<file path="src/rtl/mac_accumulator.sv">
// rtl/mac_accumulator.sv - saturating frame accumulator for signed multiplier products
`timescale 1ns/1ps
module mac_accumulator #(
    parameter int DATA_WIDTH = 9,
    parameter int PROD_WIDTH = 2 * DATA_WIDTH,
    parameter int ACC_WIDTH  = 24,
    parameter int N_TERMS    = 4
) (
    input  logic                         clk_in,
    input  logic                         rst_n_in,
    input  logic                         start_in,
    input  logic signed [PROD_WIDTH-1:0] producto_in,
    input  logic                         valid_in,
    output logic                         ready_out,
    output logic signed [ACC_WIDTH-1:0]  acumulado_out,
    output logic                         valid_out,
    output logic                         overflow_out,
    output logic                         busy_out
);

    // One extra counter bit so the last-term index never wraps, even for N_TERMS a power of two.
    localparam int CNT_WIDTH = $clog2(N_TERMS) + 1;
    localparam logic [CNT_WIDTH-1:0] LAST_IDX = CNT_WIDTH'(N_TERMS - 1);
    localparam logic signed [ACC_WIDTH-1:0] ACC_MAX = {1'b0, {(ACC_WIDTH-1){1'b1}}};
    localparam logic signed [ACC_WIDTH-1:0] ACC_MIN = {1'b1, {(ACC_WIDTH-1){1'b0}}};

    typedef enum logic [1:0] {
        IDLE = 2'd0,
        ACUM = 2'd1,
        DONE = 2'd2
    } state_t;

    state_t                       r_state;
    state_t                       w_next;
    logic signed [ACC_WIDTH-1:0]  r_acc;
    logic [CNT_WIDTH-1:0]         r_cnt;
    logic                         r_ovf;

    logic                         w_accept;
    logic                         w_start;
    logic signed [ACC_WIDTH:0]    w_sum;
    logic signed [ACC_WIDTH-1:0]  w_sat;
    logic                         w_clamp;

    // State register; reset abandons any frame in flight.
    always_ff @(posedge clk_in or negedge rst_n_in) begin
        if (!rst_n_in) begin
            r_state <= IDLE;
        end else begin
            r_state <= w_next;
        end
    end

    // Next-state and handshake outputs, all decoded from the current state.
    always_comb begin
        w_next    = r_state;
        ready_out = 1'b0;
        busy_out  = 1'b0;
        valid_out = 1'b0;
        w_start   = 1'b0;
        w_accept  = 1'b0;
        case (r_state)
            IDLE: begin
                w_start = start_in;
                if (start_in) begin
                    w_next = ACUM;
                end
            end
            ACUM: begin
                ready_out = 1'b1;
                busy_out  = 1'b1;
                w_accept  = valid_in;
                if (valid_in && (r_cnt == LAST_IDX)) begin
                    w_next = DONE;
                end
            end
            DONE: begin
                valid_out = 1'b1;
                busy_out  = 1'b1;
                w_next    = IDLE;
            end
            default: begin
                w_next = IDLE;
            end
        endcase
    end

    // Widened sum: the top two bits disagree exactly when the ACC_WIDTH result overflowed.
    always_comb begin
        w_sum   = {r_acc[ACC_WIDTH-1], r_acc}
                + {{(ACC_WIDTH + 1 - PROD_WIDTH){producto_in[PROD_WIDTH-1]}}, producto_in};
        w_clamp = w_sum[ACC_WIDTH] ^ w_sum[ACC_WIDTH-1];
        w_sat   = w_sum[ACC_WIDTH-1:0];
        if (w_clamp) begin
            w_sat = w_sum[ACC_WIDTH] ? ACC_MIN : ACC_MAX;
        end
    end

    // Accumulator, term counter and sticky overflow; all cleared only by a frame start.
    always_ff @(posedge clk_in or negedge rst_n_in) begin
        if (!rst_n_in) begin
            r_acc <= '0;
            r_cnt <= '0;
            r_ovf <= 1'b0;
        end else if (w_start) begin
            r_acc <= '0;
            r_cnt <= '0;
            r_ovf <= 1'b0;
        end else if (w_accept) begin
            r_acc <= w_sat;
            r_cnt <= r_cnt + CNT_WIDTH'(1);
            r_ovf <= r_ovf | w_clamp;
        end
    end

    assign acumulado_out = r_acc;
    assign overflow_out  = r_ovf;

endmodule
</file>
<file path="config.mk">
export PLATFORM = sky130hd
export DESIGN_NAME = mac_accumulator
export DESIGN_NICKNAME = d
export VERILOG_FILES = /design/src/rtl/mac_accumulator.sv
export SDC_FILE = /design/constraint.sdc
export NUM_CORES = 1
export LEC_CHECK = 0
export CORE_UTILIZATION = 55
export DETAILED_ROUTE_END_ITERATION = 10
export GPL_ROUTABILITY_DRIVEN = 0
export GPL_TIMING_DRIVEN = 0
export PLACE_DENSITY_LB_ADDON = 0.3
export SLEW_MARGIN = 20
export SYNTH_ARGS = -nofsm -noshare
export SYNTH_HDL_FRONTEND = slang
export SYNTH_SLANG_ARGS = --single-unit
</file>
<file path="constraint.sdc">
create_clock -name clk_in -period 7.5 [get_ports clk_in]
set_clock_uncertainty 0.05 [all_clocks]
set_input_delay 2.25 -clock clk_in [delete_from_list [all_inputs] [get_ports clk_in]]
set_output_delay 2.25 -clock clk_in [all_outputs]
set_load 0.01 [all_outputs]
</file>
---- After elaboration in Yosys (flattened, before gate mapping) ----
Index checks and enable logic that the tools add are counted.
Widths: inputs -> output; s select.
storage, ports and cells
  register bits ........................... 30
  input bits .............................. 22
  output and inout bits ................... 28
  word-level logic and storage cells ...... 34
cells by class
  add/subtract/negate cells ............... 2
  eq/ne operators ......................... 5
  multiplexer cells ....................... 16
  bitwise gates (word level) .............. 2
  reduce and logical (&&, ||, !) cells .... 5
operators with widths
  cell                 count
  $mux 24              4
  $add 24x18->25       1
  $mux 1               7
  $mux 3               2
  $mux 2               2
  $ne 2x2->1 const B   2
  $pmux 2 s2           1
  $add 3x1->3 const B  1
  $eq 3x2->1 const B   1
  $eq 2x1->1 const B   1
  $eq 2x2->1 const B   1
  $logic_not 2->1      1
  $reduce_and 2->1     1
  $reduce_bool 2->1    1
  $reduce_or 2->1      1
  $logic_and 1x1->1    1
  $or 1x1->1           1
  $xor 1x1->1          1

---- Logic depth before layout (Yosys ltp) ----
Gate-level depths: netlist of run 1.
  depth after elaboration ................. 5
  mapped depth ............................ 11

---- Worst setup path after synthesis of run 1 ----
No wires, ideal clock.
  path kind ............................... input to register
  from .................................... input producto_in[0]
  to ...................................... register r_ovf, in the netlist overflow_out
  arrival ................................. 4548 ps
  data required time ...................... 7326 ps
  slack ................................... 2778 ps
  cell stages on the path ................. 11
  path buffers ............................ 2
  cells stage by stage .................... ha_1 > fa_1 > nand3_1 > a21oi_1 > o311ai_1 > a21oi_1 > o31ai_1 > and3b_1 > buf_6 > buf_6 > a211o_1
between the ends
  word-level cells in the longest chain between the ends .. 5
ends and longest elaborated chain
  element               line  RTL
  from (decl)           12    input logic signed [PROD_WIDTH-1:0] producto_in,
  $add 24x18->25        91    + {{(ACC_WIDTH + 1 - PROD_WIDTH){producto_in[PROD_WIDTH-1]}}, producto_in};
  $xor 1x1->1           92    w_clamp = w_sum[ACC_WIDTH] ^ w_sum[ACC_WIDTH-1];
  $or 1x1->1            112   r_ovf <= r_ovf | w_clamp;
  $mux 1                109   end else if (w_accept) begin
  $mux 1                105   end else if (w_start) begin
  to (signal assigned)  112
  to (decl)             37    logic r_ovf;
No other way between the ends. The select of a mux whose other input is x is not followed.
A chain may end at the register's enable or synchronous reset.

---- Final worst setup path of run 1 ----
  from .................................... input producto_in[0]
  to ...................................... register r_acc[5], in the netlist acumulado_out[5]
between the ends
  word-level cells in the longest chain between the ends .. 5
  elaborated cells on any way between the ends .. 6
  classes of those cells .................. 1 x add/sub; 4 x mux; 1 x bitwise
ends and longest elaborated chain
  element                                 line    RTL
  $add 24x18->25 *                        91
  $mux 24 or $xor 1x1->1 (tied branches)  95, 92
  $mux 24 *                               94      if (w_clamp) begin
  $mux 24 *                               109
  $mux 24 *                               105
  to (signal assigned)                    110     r_acc <= w_sat;
  to (decl)                               35      logic signed [ACC_WIDTH-1:0] r_acc;
Every way passes the cells marked *; elsewhere a longest branch is shown, timed or not. The select of a mux whose other input is x is not followed.

==> metrics.cfg, run 1 <==
[detailed_routing]
viasPerCell = 6.314
first_pass_iters = 4
wirelength_um = 6589
remaining_drc_errors = 0
vias = 2456
drtIter0Drc = 148
wl_per_cell_um = 16.94
ant_nets = 0

[synth]
ys.warnings.count = 0
syn_nets = 333
synth-seq-cells = 30
postSynth.asyncResetShare = 1.000
synth_top_area_cell = dfrtp_1
avgSynthCellArea_um2 = 9.098
synth_top_area_frac = 0.2947
ys_types = 51
synth_edf_count = 0
synth_ff_type = dfrtp_1
seq_area_frac_synth = 0.2947
syn_inst = 280
netlist_area_um2 = 2547
synth.top_cells.by_area = dfrtp_1 29%, ha_1 15%, a221o_1 8.6%

[sta]
rsz0062_at_grt = false
finalCritPeriodShare = 0.7219
slew_headroom = 0.5395
fin_setup_tns_ns = 0
finalHoldViolCount = 0
worst-slew-pin-transition_ns = 0.6908
fin_crit_ns = 5.415
final_max_slew_viol_count = 0
maxClockFrequency_mhz = 184.7
setup_violations = 0

[clocking]
clock-sinks = 30
ctsResizeCount = 0
cts_tree = built
clk_latency_ns = 0.28
clockBufferDepth = 2
htreeDepth = 2
cts_hold_buffers = 0
clk_pin_slew_ns = 0.07
post-cts-setup-buffers = 0
numCtsBuffers = 5
cts_root_buffer = clkbuf_8

[die]
die_h_um = 70.06
initial_utilization = 0.5771
ioPinCount = 50
die_x_um = 70.06
rows = 24
core_um2 = 4414
dieArea_um2 = 4908

[finish]
post-route-util = 0.7341
drive_gt1_frac = 0.05935
num-fill-cells = 339
n_antenna_cell = 0
synthToLayoutAreaGrowth_pct = 27.21
nNetsFinal = 389
final_area_um2 = 3241

[setup_path]
crit_start = producto_in[0]
ff2ff_path_depth = 10
critPathMaxStageDelay_ns = 0.62
worst_setup_path_start_kind = input port
worstReg2RegEnd = acumulado_out[5]
cp_cell_sequence = clkdlybuf4s50_1 -> ha_1 -> fa_1 -> nand3_1 -> a21oi_1 -> o311ai_1 -> a21oi_1 -> o31ai_1 -> nand3_1 -> buf_2 -> a221o_1
r2r_setup_slack_ns = 4.05
worstSetupPathType = in2reg
path_max_fanout = 10
critPathSlowestCell = o311ai_1
crit_required_ns = 7.62
r2r_start = acumulado_out[0]
critPathArrivalTime_ns = 5.53
end_kind = flip-flop

[hold_path]
hp-start = overflow_out
whs_endpoint = overflow_out
holdPathStages = 1
hold_path.class = reg2reg

[power]
ir_drop_mv = 0.2307
p_total_mw = 1.360
pwr_density_cell_nw_per_um2 = 419.6
cellLeakagePower_nw = 1.481

[run]
max-cap-violations = 0

[place]
placed_area_um2 = 3098
portBuffers = 49
dp_hpwl_um = 4812

[global_route]
grt_pass1_vias = 2301
grt_overflow = 0
antenna_found_initial = 0
grt_pass1_wl_um = 10490
grtUsageTotal = 0.2697
grt_start_max_net_pins = 31

[outcome]
status = finished, final reports clean

flip-flops by register name, indices dropped and copies added, names as in the netlist:
signal         cells
acumulado_out     24
r_state            2
r_cnt              3
overflow_out       1
cells in the final DEF (no fill, tap or decap), types with 2 or more instances in the layout:
cell,instances
clkdlybuf4s50_1,48
a21oi_1,31
ha_1,30
dfrtp_1,30
nand2_1,26
a221o_1,22
nor2_1,16
o21ai_0,12
xnor2_1,11
xor2_1,10
nand3_1,9
clkbuf_1,7
inv_1,6
a21o_1,6
clkbuf_8,6
or3_1,5
a211oi_1,4
buf_6,4
and2_1,3
nand4_1,3
o21a_1,3
nor2b_1,3
buf_2,3
nor3_1,3
and3_1,2
and4_1,2
o31ai_1,2
o211ai_1,2
a311oi_1,2
bufinv_16,2
worst max-delay path by stage:
stage,cells past startpoint,to,slack [ns]
after floorplan,11,overflow_out,2.78
after global placement,11,acumulado_out[18],1.93
after global routing,11,acumulado_out[5],1.91
after detailed placement,11,acumulado_out[18],1.90
after CTS,11,acumulado_out[5],2.15
final,11,acumulado_out[5],2.09
layout make-up:
cell class | count | area, um2 | share of cell area
Multi-Input combinational cell | 231 | 1693 | 0.5224
Sequential cell | 30 | 750.7 | 0.2317
Timing Repair Buffer | 49 | 485.5 | 0.1498
Clock buffer | 6 | 82.58 | 0.02548
Buffer | 13 | 81.33 | 0.02510
Tap cell | 52 | 65.06 | 0.02008
Clock inverter | 2 | 60.06 | 0.01853
Inverter | 6 | 22.52 | 0.006950
where the power goes:
part           internal [mW]  switching, mW  leakage (nW)
registers              0.229         0.0522         0.391
clock network          0.142         0.0658        0.0714
logic                  0.418          0.453          1.02
total                  0.789          0.571          1.48
per-layer routing:
metal,vias to the layer above,wire length [um],track usage
met1,1173,2942,0.3554
met4,0,119,0.07556
li1,1187,-,-
met3,10,352,0.04762
met2,86,3174,0.4541
met5,-,0,0
critical path, delay by kind of cell:
kind	cells	cell delay (ns)
AOI/OAI and AO/OA	5	1.59
buffers and inverters	2	0.67
adders and majority gates	2	0.66
and+or+nand+nor	2	0.36
synthesized netlist by cell type (3+ instances only):
master    number
a21oi_1       31
nor2_1        16
xnor2_1       11
buf_6          4
a211oi_1       4
nor3_1         3
inv_1          6
xor2_1        10
ha_1          30
clkbuf_1       7
nand3_1        9
or3_1          5
a221o_1       22
a21o_1         6
nor2b_1        3
o21a_1         3
o21ai_0       12
nand2_1       26
nand4_1        3
dfrtp_1       30
and2_1         3
kinds of logic (layout without fill, tap and decap cells):
group / after synthesis / after routing / synth area share
compound gates: 98 / 98 / 0.2775
simple gates: 80 / 80 / 0.1557
fa+ha+maj: 31 / 31 / 0.1552
flops: 30 / 30 / 0.2947
xor+xnor: 21 / 21 / 0.07220
buf+inv: 19 / 76 / 0.04077
mux: 1 / 1 / 0.003929
through the flow:
step	std cells	hold WS (ns)	setup slack [ns]
after floorplan	280	0.4302	2.778
after detailed placement	381	0.4540	1.903
after global routing	389	0.4954	1.910
after CTS	389	0.4689	2.147
final	389	0.4739	2.085
after global placement	381	0.4376	1.927
Power figures use the tool's default switching activity.
==> run 2: changes to the inputs <==
--- a/config.mk
+++ b/config.mk
@@ -5,7 +5,7 @@
 export SDC_FILE = /design/constraint.sdc
 export NUM_CORES = 1
 export LEC_CHECK = 0
-export CORE_UTILIZATION = 55
+export CORE_UTILIZATION = 47
 export DETAILED_ROUTE_END_ITERATION = 10
 export GPL_ROUTABILITY_DRIVEN = 0
 export GPL_TIMING_DRIVEN = 0
==> constraint.sdc (replaced) <==
create_clock -name clk_in -period 4.4 [get_ports clk_in]
set_clock_uncertainty 0.05 [all_clocks]
set_input_delay 1.32 -clock clk_in [delete_from_list [all_inputs] [get_ports clk_in]]
set_output_delay 1.32 -clock clk_in [all_outputs]
set_load 0.01 [all_outputs]
==> metrics.cfg, run 2 (synthesized netlist as in run 1, its figures left out) <==
[clocking]
clk_latency_ns = 0.28  ; about the same
numCtsBuffers = 5  ; unchanged
cts_root_buffer = clkbuf_8  ; unchanged
clock-sinks = 30  ; unchanged
cts_tree = built  ; unchanged
clk_pin_slew_ns = 0.06  ; was 0.07 ns
htreeDepth = 2  ; unchanged
clockBufferDepth = 2  ; unchanged

[place]
dp_hpwl_um = 4773  ; was 4812 um
dpl_worst_slack_ns = -0.3381  ; was 1.903 ns
portBuffers = 49  ; unchanged
dpl.cell_count = 399  ; was 381

[die]
core_um2 = 5172  ; was 4414 um2
ioPinCount = 50  ; unchanged
rows = 26  ; was 24
dieArea_um2 = 5718  ; was 4908 um2
die_x_um = 75.62  ; was 70.06 um
initial_utilization = 0.4925  ; was 0.5771
die_h_um = 75.62  ; was 70.06 um

[sta]
maxClockFrequency_mhz = 238.8
layout_setup_ws_ns = 0.2121  ; was 2.085 ns
fin_crit_ns = 4.188
finalHoldViolCount = 0  ; unchanged
finalCritPeriodShare = 0.9518
slew_headroom = 0.5380  ; was 0.5395
setup_violations = 0  ; unchanged
worst-slew-pin-transition_ns = 0.6930  ; was 0.6908 ns
rsz0062_at_grt = false  ; unchanged
final_max_slew_viol_count = 0  ; unchanged

[power]
cellLeakagePower_nw = 1.469  ; was 1.481 nW
pwr_density_cell_nw_per_um2 = 674.4  ; was 419.6 nW/um2
power_switching_uw = 953.9  ; was 571.2 uW
ir_drop_mv = 0.2608  ; was 0.2307 mV
internal_power_mw = 1.229  ; was 788.5 uW
pwr-share-clk = 0.107  ; was 0.153
pwr-share-seq = 0.219  ; was 0.206
switching_share = 0.4370  ; was 0.4201
p_comb_frac = 0.674  ; was 0.641

[setup_path]
cp_cell_sequence = clkdlybuf4s50_1 -> ha_1 -> fa_1 -> nand3_1 -> a21oi_1 -> o311ai_4 -> a21oi_1 -> o31ai_1 -> and3b_1 -> buf_6 -> buf_6 -> a211o_1  ; was clkdlybuf4s50_1 -> ha_1 -> fa_1 -> nand3_1 -> a21oi_1 -> o311ai_1 -> a21oi_1 -> o31ai_1 -> nand3_1 -> buf_2 -> a221o_1
ff2ff_path_depth = 11  ; was 10
worstReg2RegEnd = overflow_out  ; was acumulado_out[5]
crit_start = producto_in[0]  ; unchanged
crit_required_ns = 4.52  ; was 7.62 ns
r2r_setup_slack_ns = 1.25  ; was 4.05 ns
end_kind = flip-flop  ; unchanged
critPathSlowestCell = fa_1  ; was o311ai_1
endpoint = overflow_out  ; was acumulado_out[5]
critPathArrivalTime_ns = 4.31  ; was 5.53 ns
worst_setup_path_start_kind = input port  ; unchanged
cp_num_buf_inv = 3  ; was 2
path_max_fanout = 10  ; unchanged
path_delay_family = compound AO/OA/AOI/OAI gates  ; unchanged
critPathMaxStageDelay_ns = 0.43  ; was 0.62 ns
path_depth = 12  ; was 11
r2r_start = acumulado_out[0]  ; unchanged
worstSetupPathType = in2reg  ; unchanged

[detailed_routing]
ant_nets = 0  ; unchanged
viasPerCell = 5.958  ; was 6.314
first_pass_iters = 4  ; unchanged
wirelength_um = 6422  ; was 6589 um
vias = 2425  ; was 2456
wl_per_cell_um = 15.78  ; was 16.94 um
drtIter0Drc = 198  ; was 148
remaining_drc_errors = 0  ; unchanged

[finish]
layout_common_cells = 47 x clkdlybuf4s50_1, 31 x a21oi_1, 30 x ha_1, 30 x dfrtp_1, 26 x nand2_1  ; was 48 x clkdlybuf4s50_1, 31 x a21oi_1, 30 x ha_1, 30 x dfrtp_1, 26 x nand2_1
largest_reg_flops = 24  ; unchanged
final_cells = 407  ; was 389
nNetsFinal = 389  ; unchanged
n_antenna_cell = 0  ; unchanged
num-fill-cells = 418  ; was 339
drive_gt1_frac = 0.06231  ; was 0.05935
mostFrequentLayoutCell = clkdlybuf4s50_1  ; unchanged
synthToLayoutAreaGrowth_pct = 27.06  ; was 27.21%

[global_route]
antenna_found_initial = 0  ; unchanged
grt_start_max_net_pins = 31  ; unchanged
grt_pass1_wl_um = 9880  ; was 10490 um
grtUsageTotal = 0.2294  ; was 0.2697
grt_overflow = 0  ; unchanged
grt_pass1_vias = 2193  ; was 2301

[run]
max-cap-violations = 0  ; unchanged

[outcome]
status = finished, final reports clean  ; unchanged

[hold_path]
holdPathStages = 1  ; unchanged
hold_path.class = reg2reg  ; unchanged

[run 2: cell types whose count changed in the layout (fill, tap and decap cells not counted)]
| cell | before | now |
|---|---|---|
| dlymetal6s2s_1 | 0 | 1 |
| bufinv_16 | 2 | 0 |
| clkbuf_1 | 7 | 8 |
| nand3_1 | 9 | 8 |
| clkdlybuf4s50_1 | 48 | 47 |
| o311ai_1 | 1 | 0 |
| o311ai_4 | 0 | 1 |
| clkinv_2 | 0 | 1 |
| nand3_2 | 0 | 1 |
[run 2: area by class of cell]
class / count / area [um2] / area share
repair buffers: 49 / 488.0 / 0.1508
inverters: 6 / 22.52 / 0.006958
flip-flops and latches: 30 / 750.7 / 0.2319
plain buffers: 13 / 81.33 / 0.02513
multi-input cells: 231 / 1715 / 0.5300
clock buffers: 7 / 86.33 / 0.02667
clock inverters: 1 / 5.005 / 0.001546
well taps: 70 / 87.58 / 0.02706
[run 2: power groups by stage]
stage          combinational (mW)  sequential [mW]  clock (mW)
6_report                     1.47            0.478       0.235
5_1_grt                      1.61            0.491       0.252
4_1_cts                      1.45            0.478       0.237
3_5_place_dp                 1.45            0.481           0
3_3_place_gp                 1.41            0.477           0
2_1_floorplan               0.976            0.508           0
[run 2: how the worst min path moves through the flow]
stage                              end         start  slack (ns)
after floorplan               r_cnt[2]      r_cnt[2]        0.43
after global placement    overflow_out  overflow_out        0.44
after detailed placement  overflow_out  overflow_out        0.44
after CTS                 overflow_out  overflow_out        0.46
after global routing      overflow_out  overflow_out        0.49
final                     overflow_out  overflow_out        0.46
[run 2: per-layer routing]
layer / GRT usage / share of wire
met5: 0 / 0
met4: 0.06379 / 0.012
met3: 0.04762 / 0.053
met2: 0.4058 / 0.49
met1: 0.2824 / 0.44
[run 2: worst register-to-register path: cells and delay by family (launching register included)]
family                     cells  cell delay [ns]
DFF                            1             0.40
and+or+nand+nor                2             0.34
AOI/OAI and AO/OA              5             1.31
buffers and inverters          2             0.28
adders and majority gates      2             0.65
[run 2: per-stage QoR]
step           instance area [um2]  utilization  setup TNS [ns]  hold WS [ns]  power [mW]
2_1_floorplan                 2547            -               0        0.4302       1.484
3_3_place_gp                  3126       0.6043          -5.511        0.4392       1.889
3_5_place_dp                  3120       0.6033          -7.062        0.4448       1.927
4_1_cts                       3219       0.6224               0        0.4590       2.170
5_1_grt                       3237       0.6258               0        0.4875       2.358
6_report                      3237       0.6258               0        0.4586       2.183
[run 2: timing repair]
action | in CTS | in global routing
resized for setup | 1 | 3
setup endpoints to repair | 20 | 20
hold buffers | 0 | 0
buffers inserted | 0 | 0
==> run 3: changes to the inputs <==
--- a/config.mk
+++ b/config.mk
@@ -6,6 +6,7 @@
 export NUM_CORES = 1
 export LEC_CHECK = 0
 export CORE_UTILIZATION = 47
+export CTS_CLUSTER_SIZE = 12
 export DETAILED_ROUTE_END_ITERATION = 10
 export GPL_ROUTABILITY_DRIVEN = 0
 export GPL_TIMING_DRIVEN = 0
==> results of run 3 <==
No change in the layout: final DEF, timing and power equal those of run 2.
==> RTL edit 1, RTL diff (config.mk and constraints of run 3) <==
`N_TERMS`: 4 -> 2.
--- a/src/rtl/mac_accumulator.sv
+++ b/src/rtl/mac_accumulator.sv
@@ -4,7 +4,7 @@
     parameter int DATA_WIDTH = 9,
     parameter int PROD_WIDTH = 2 * DATA_WIDTH,
     parameter int ACC_WIDTH  = 24,
-    parameter int N_TERMS    = 4
+    parameter int N_TERMS    = 2
 ) (
     input  logic                         clk_in,
     input  logic                         rst_n_in,
Check against the original RTL: not equivalent (Yosys sat finds a counterexample within 4 cycles, from zero or initial values and one cycle with rst_n_in low).
==> RTL edit 1 against run 3 <==
Sequential share of layout area is 2.0 points lower. Largest power group unchanged. Setup slack worse by 28 ps. Area after synthesis is 7.6% higher. Sequential cell count is 1 lower. Final cell count is 6.4% higher. Routed wire length is 2.3% higher. Power is 11% lower. Design area is 5.7% higher.
==> RTL edit 1: results (changes against run 3) <==
- Setup crit end: acumulado_out[20]$_DFFE_PN0P_
- Largest net degree at the start of global routing: 30 (-3.2%)
- Status: finished clean
- CTS resizes: 0 (-1)
- Number of global-route vias before repair: 2373 (+8.2%)
- Initial antenna violation count: 0 (unchanged)
- Fillers: 511 (+22%)
- Met3 wire len: 278 µm (-19%)
- XOR/XNOR share of the synthesized area: 0.0762 (+0.00402)
- WP data arrival: 4330 ps (+20 ps)
- Placed cell areas: 0.00332 mm² (+6.3%)
- Pre-CTS WS: -76.3 ps (+262 ps)
- Vias per cell: 5.83 (-2.2%)
- Wl on met1: 3.17 mm (+11%)
- R2r setup slk: 1320 ps (+70 ps)
- Reg2reg path depth: 10 (-1)
- DRT Pass-1 Iters: 4 (unchanged)
- Layout cells sized above 1: 0.139 (+0.0762)
- Post-CTS Setup Repair Bufs: 0 (unchanged)
- Syn_nets: 357 (+7.2%)
- Final Routed Wirelength: 6.57 mm (+2.3%)
- Synth top cells by count: a21oi_1 (47), nand2_1 (46), dfrtp_1 (29), ha_1 (29), a22oi_2 (21)
- Leak pwr: 1.49 nW (+1.2%)
- Net Switching: 0.000875 W (-8.3%)
- Avg Cell Area, Syn: 8.99 µm² (-1.2%)
- FF-to-FF Start: acumulado_out[1]$_DFFE_PN0P_
- Initial drt markers: 130 (-34%)
- CP max-delay cell: clkdlybuf4s50_1
- Post-Synth Adder-Cell Area: 0.140 (-0.0155)
- Total GRT Usage: 0.229 (-0.000441)
- Fin util: 0.614 (-0.0121)
- Hold WS: 453 ps (-5.58 ps)
- Fin nets: 413 (+6.2%)
- Setup crit start: producto_in[17]
- Cell depth of the worst hold path: 2 (+1)
- Mux share of post-synthesis cell area: 0.00822 (+0.00429)
- Finished Layout Cells: 433 (+6.4%)
- Top cells by area, synth: dfrtp_1 (26%), ha_1 (13%), a22oi_2 (9.6%)
- Slew @ Worst Pin: 770 ps (+76.9 ps)
- Synth cell types: 47 (-7.8%)
- Most used DFF post-synth: dfrtp_1
- First-pass GRT wire length: 11.1 mm (+12%)
- R2R Path End: acumulado_out[8]$_DFFE_PN0P_
- Delay of the slowest cell on the worst path: 590 ps (+160 ps)
- Met2 Routed Length: 3.05 mm (-3.4%)
- VDD IR max: 0.287 mV (+10%)
- Register area share after synthesis: 0.265 (-0.0300)
- Post-synthesis compound-gate area fraction: 0.335 (+0.0575)
RTL edit 1: cell types whose count changed in the layout (fill, tap and decap cells not counted), moves of 4 or more:
cell / before / now
o211ai_1: 2 / 6
nor2_1: 16 / 9
clkbuf_1: 8 / 2
a221o_1: 22 / 0
a21oi_1: 31 / 47
xnor2_1: 11 / 15
a22oi_2: 0 / 21
a221oi_1: 1 / 5
nand2_1: 26 / 46
or3_1: 5 / 0
RTL edit 1: power groups by stage:
| stage | registers [W] | logic, W | clock network [W] |
|---|---|---|---|
| floorplan | 0.000431 | 0.000884 | 0 |
| global placement | 0.000415 | 0.00123 | 0 |
| detailed placement | 0.000416 | 0.00126 | 0 |
| CTS | 0.000412 | 0.00127 | 0.000282 |
| global route | 0.000421 | 0.00140 | 0.000290 |
| finish | 0.000411 | 0.00127 | 0.000275 |
RTL edit 1: routing by layer:
layer / vias to the layer above / track usage
met5: - / 0
met4: 0 / 0.0630
met3: 7 / 0.0384
met2: 63 / 0.386
met1: 1195 / 0.301
li1: 1259 / -
RTL edit 1: critical path, delay by kind of cell:
family | cells | cell delay [ps]
AND/OR/NAND/NOR | 2 | 490
adder cells (fa/ha/maj) | 1 | 370
buffers and inverters | 3 | 1090
multiplexers | 1 | 400
AO/OA/AOI/OAI | 4 | 660
RTL edit 1: cell families (layout without fill, tap and decap cells):
group | count (synthesis) | after routing
buf+inv | 21 | 77
mux | 1 | 1
flops | 29 | 29
fa+ha+maj | 30 | 30
xor+xnor | 23 | 23
simple gates | 80 | 80
compound gates | 121 | 121
RTL edit 1: cell type report:
cell class / instances / share of cell area
clock buffer: 5 / 0.0201
inverter: 9 / 0.00988
clock inverter: 2 / 0.0102
multi-input combinational: 255 / 0.553
timing repair buffer: 49 / 0.142
tap: 72 / 0.0263
sequential: 29 / 0.212
buffer: 12 / 0.0260
==> RTL edit 2, RTL diff (config.mk and constraints of run 3) <==
Made on the original files. Encoding of `state_t`: now one-hot (3 bits for 3 states).
--- a/src/rtl/mac_accumulator.sv
+++ b/src/rtl/mac_accumulator.sv
@@ -24,10 +24,10 @@
     localparam logic signed [ACC_WIDTH-1:0] ACC_MAX = {1'b0, {(ACC_WIDTH-1){1'b1}}};
     localparam logic signed [ACC_WIDTH-1:0] ACC_MIN = {1'b1, {(ACC_WIDTH-1){1'b0}}};
 
-    typedef enum logic [1:0] {
-        IDLE = 2'd0,
-        ACUM = 2'd1,
-        DONE = 2'd2
+    typedef enum logic [2:0] {
+        IDLE = 3'b001,
+        ACUM = 3'b010,
+        DONE = 3'b100
     } state_t;
 
     state_t                       r_state;
Formal check against the unedited RTL: same outputs for any inputs over 10 cycles, from zero or initial values and one cycle with rst_n_in low; not proved beyond that.
==> RTL edit 2 against run 3 <==
Routed wire length is 3.3% lower. Combinational power is 5% lower. Critical endpoint is now acumulado_out[5]$_DFFE_PN0P_. Fmax fell by 0.20%. Count of clock-buffer cells in the layout unchanged. Critical path type unchanged. Area after synthesis up 6.1%. Power decreased by 4.1%. Hold slack lost 12 ps. Final cell count grew 7.4%. Die area is 5.9% higher. Setup slack worse by 8.3 ps. Design area up 5.5%. Sequential cell count is 1 higher.
==> RTL edit 2: results (changes against run 3) <==
- VDD IR max: 0.319 mV (+22%)
- Fin nets: 413 (+6.2%)
- CP max-delay cell: clkdlybuf4s50_1
- Synth top cells by count: nand2_1 (40), dfrtp_1 (30), ha_1 (26), a21oi_1 (24), nor2_1 (24)
- Placed Cells: 429 (+7.5%)
- Leak pwr: 1.56 nW (+6.5%)
- M1 GR Usage: 0.284 (+0.00190)
- Met3 wire len: 286 µm (-17%)
- Top cells by area, synth: dfrtp_1 (28%), ha_1 (12%), o21ai_2 (6.5%)
- Seq/total area: 0.227 (-0.00446)
- DPL Wire Length: 4.77 mm (about the same)
- WP data arrival: 4330 ps (+20 ps)
- Hold endpoint: r_cnt[2]$_DFFE_PN0P_
- Multi-input gates: 255 (+10%)
- Placed cell areas: 0.00331 mm² (+5.9%)
- Fin util: 0.617 (-0.00925)
- Setup crit end: acumulado_out[5]$_DFFE_PN0P_
- First-pass GRT wire length: 10.6 mm (+7.3%)
- Clk tree area frac: 0.0267 (-0.00148)
- Sequential cell count: 31 (+3.3%)
- Wl on met1: 2.83 mm (-0.70%)
- Multi-input gate area: 0.00183 mm² (+6.7%)
- Delay of the slowest cell on the worst path: 410 ps (-20 ps)
- Largest net degree at the start of global routing: 21 (-32%)
- Seq power: 0.000464 W (-3%)
- Syn_nets: 356 (+6.9%)
- N_taps: 72 (+2.9%)
- Initial drt markers: 120 (-39%)
- Bufs w/o clock: 66 (+6.5%)
- Cell depth of the worst hold path: 2 (+1)
- Layout cells sized above 1: 0.137 (+0.0747)
- Beginning of the worst hold path: r_cnt[2]$_DFFE_PN0P_
- Clock share of power: 0.114 (+0.007)
- Worst slew margin: 0.562 (+0.0241)
- Met2 usage: 0.378 (-0.0279)
- Fillers: 489 (+17%)
- Global-route track usage on met3: 0.0435 (-0.00409)
- Status: finished clean
- Number of global-route vias before repair: 2322 (+5.9%)
- Non-clk invs: 5 (-1)
- Register area share after synthesis: 0.288 (-0.00720)
==> RTL edit 2: cell types whose count changed after synthesis, moves of 6 or more <==
| cell | run 3 | this run |
|---|---|---|
| a221o_1 | 22 | 1 |
| o21ai_2 | 0 | 20 |
| nand2_1 | 26 | 40 |
| nor2_1 | 16 | 24 |
| a21oi_1 | 31 | 24 |
| nand3_1 | 9 | 3 |
==> RTL edit 2: cell families after synthesis <==
kind of cell,share of synthesized area
compound gates,0.296
simple gates,0.174
flops,0.288
fa+ha+maj,0.128
buf+inv,0.0421
xor+xnor,0.0616
mux,0.0116
==> RTL edit 2: repair_timing <==
| action | 4_1_cts | 5_1_grt |
|---|---|---|
| buffers inserted | 0 | 0 |
| endpoints found under the hold margin | 0 | 0 |
| setup endpoints to repair | 0 | 21 |
| gates resized for setup | 0 | 2 |
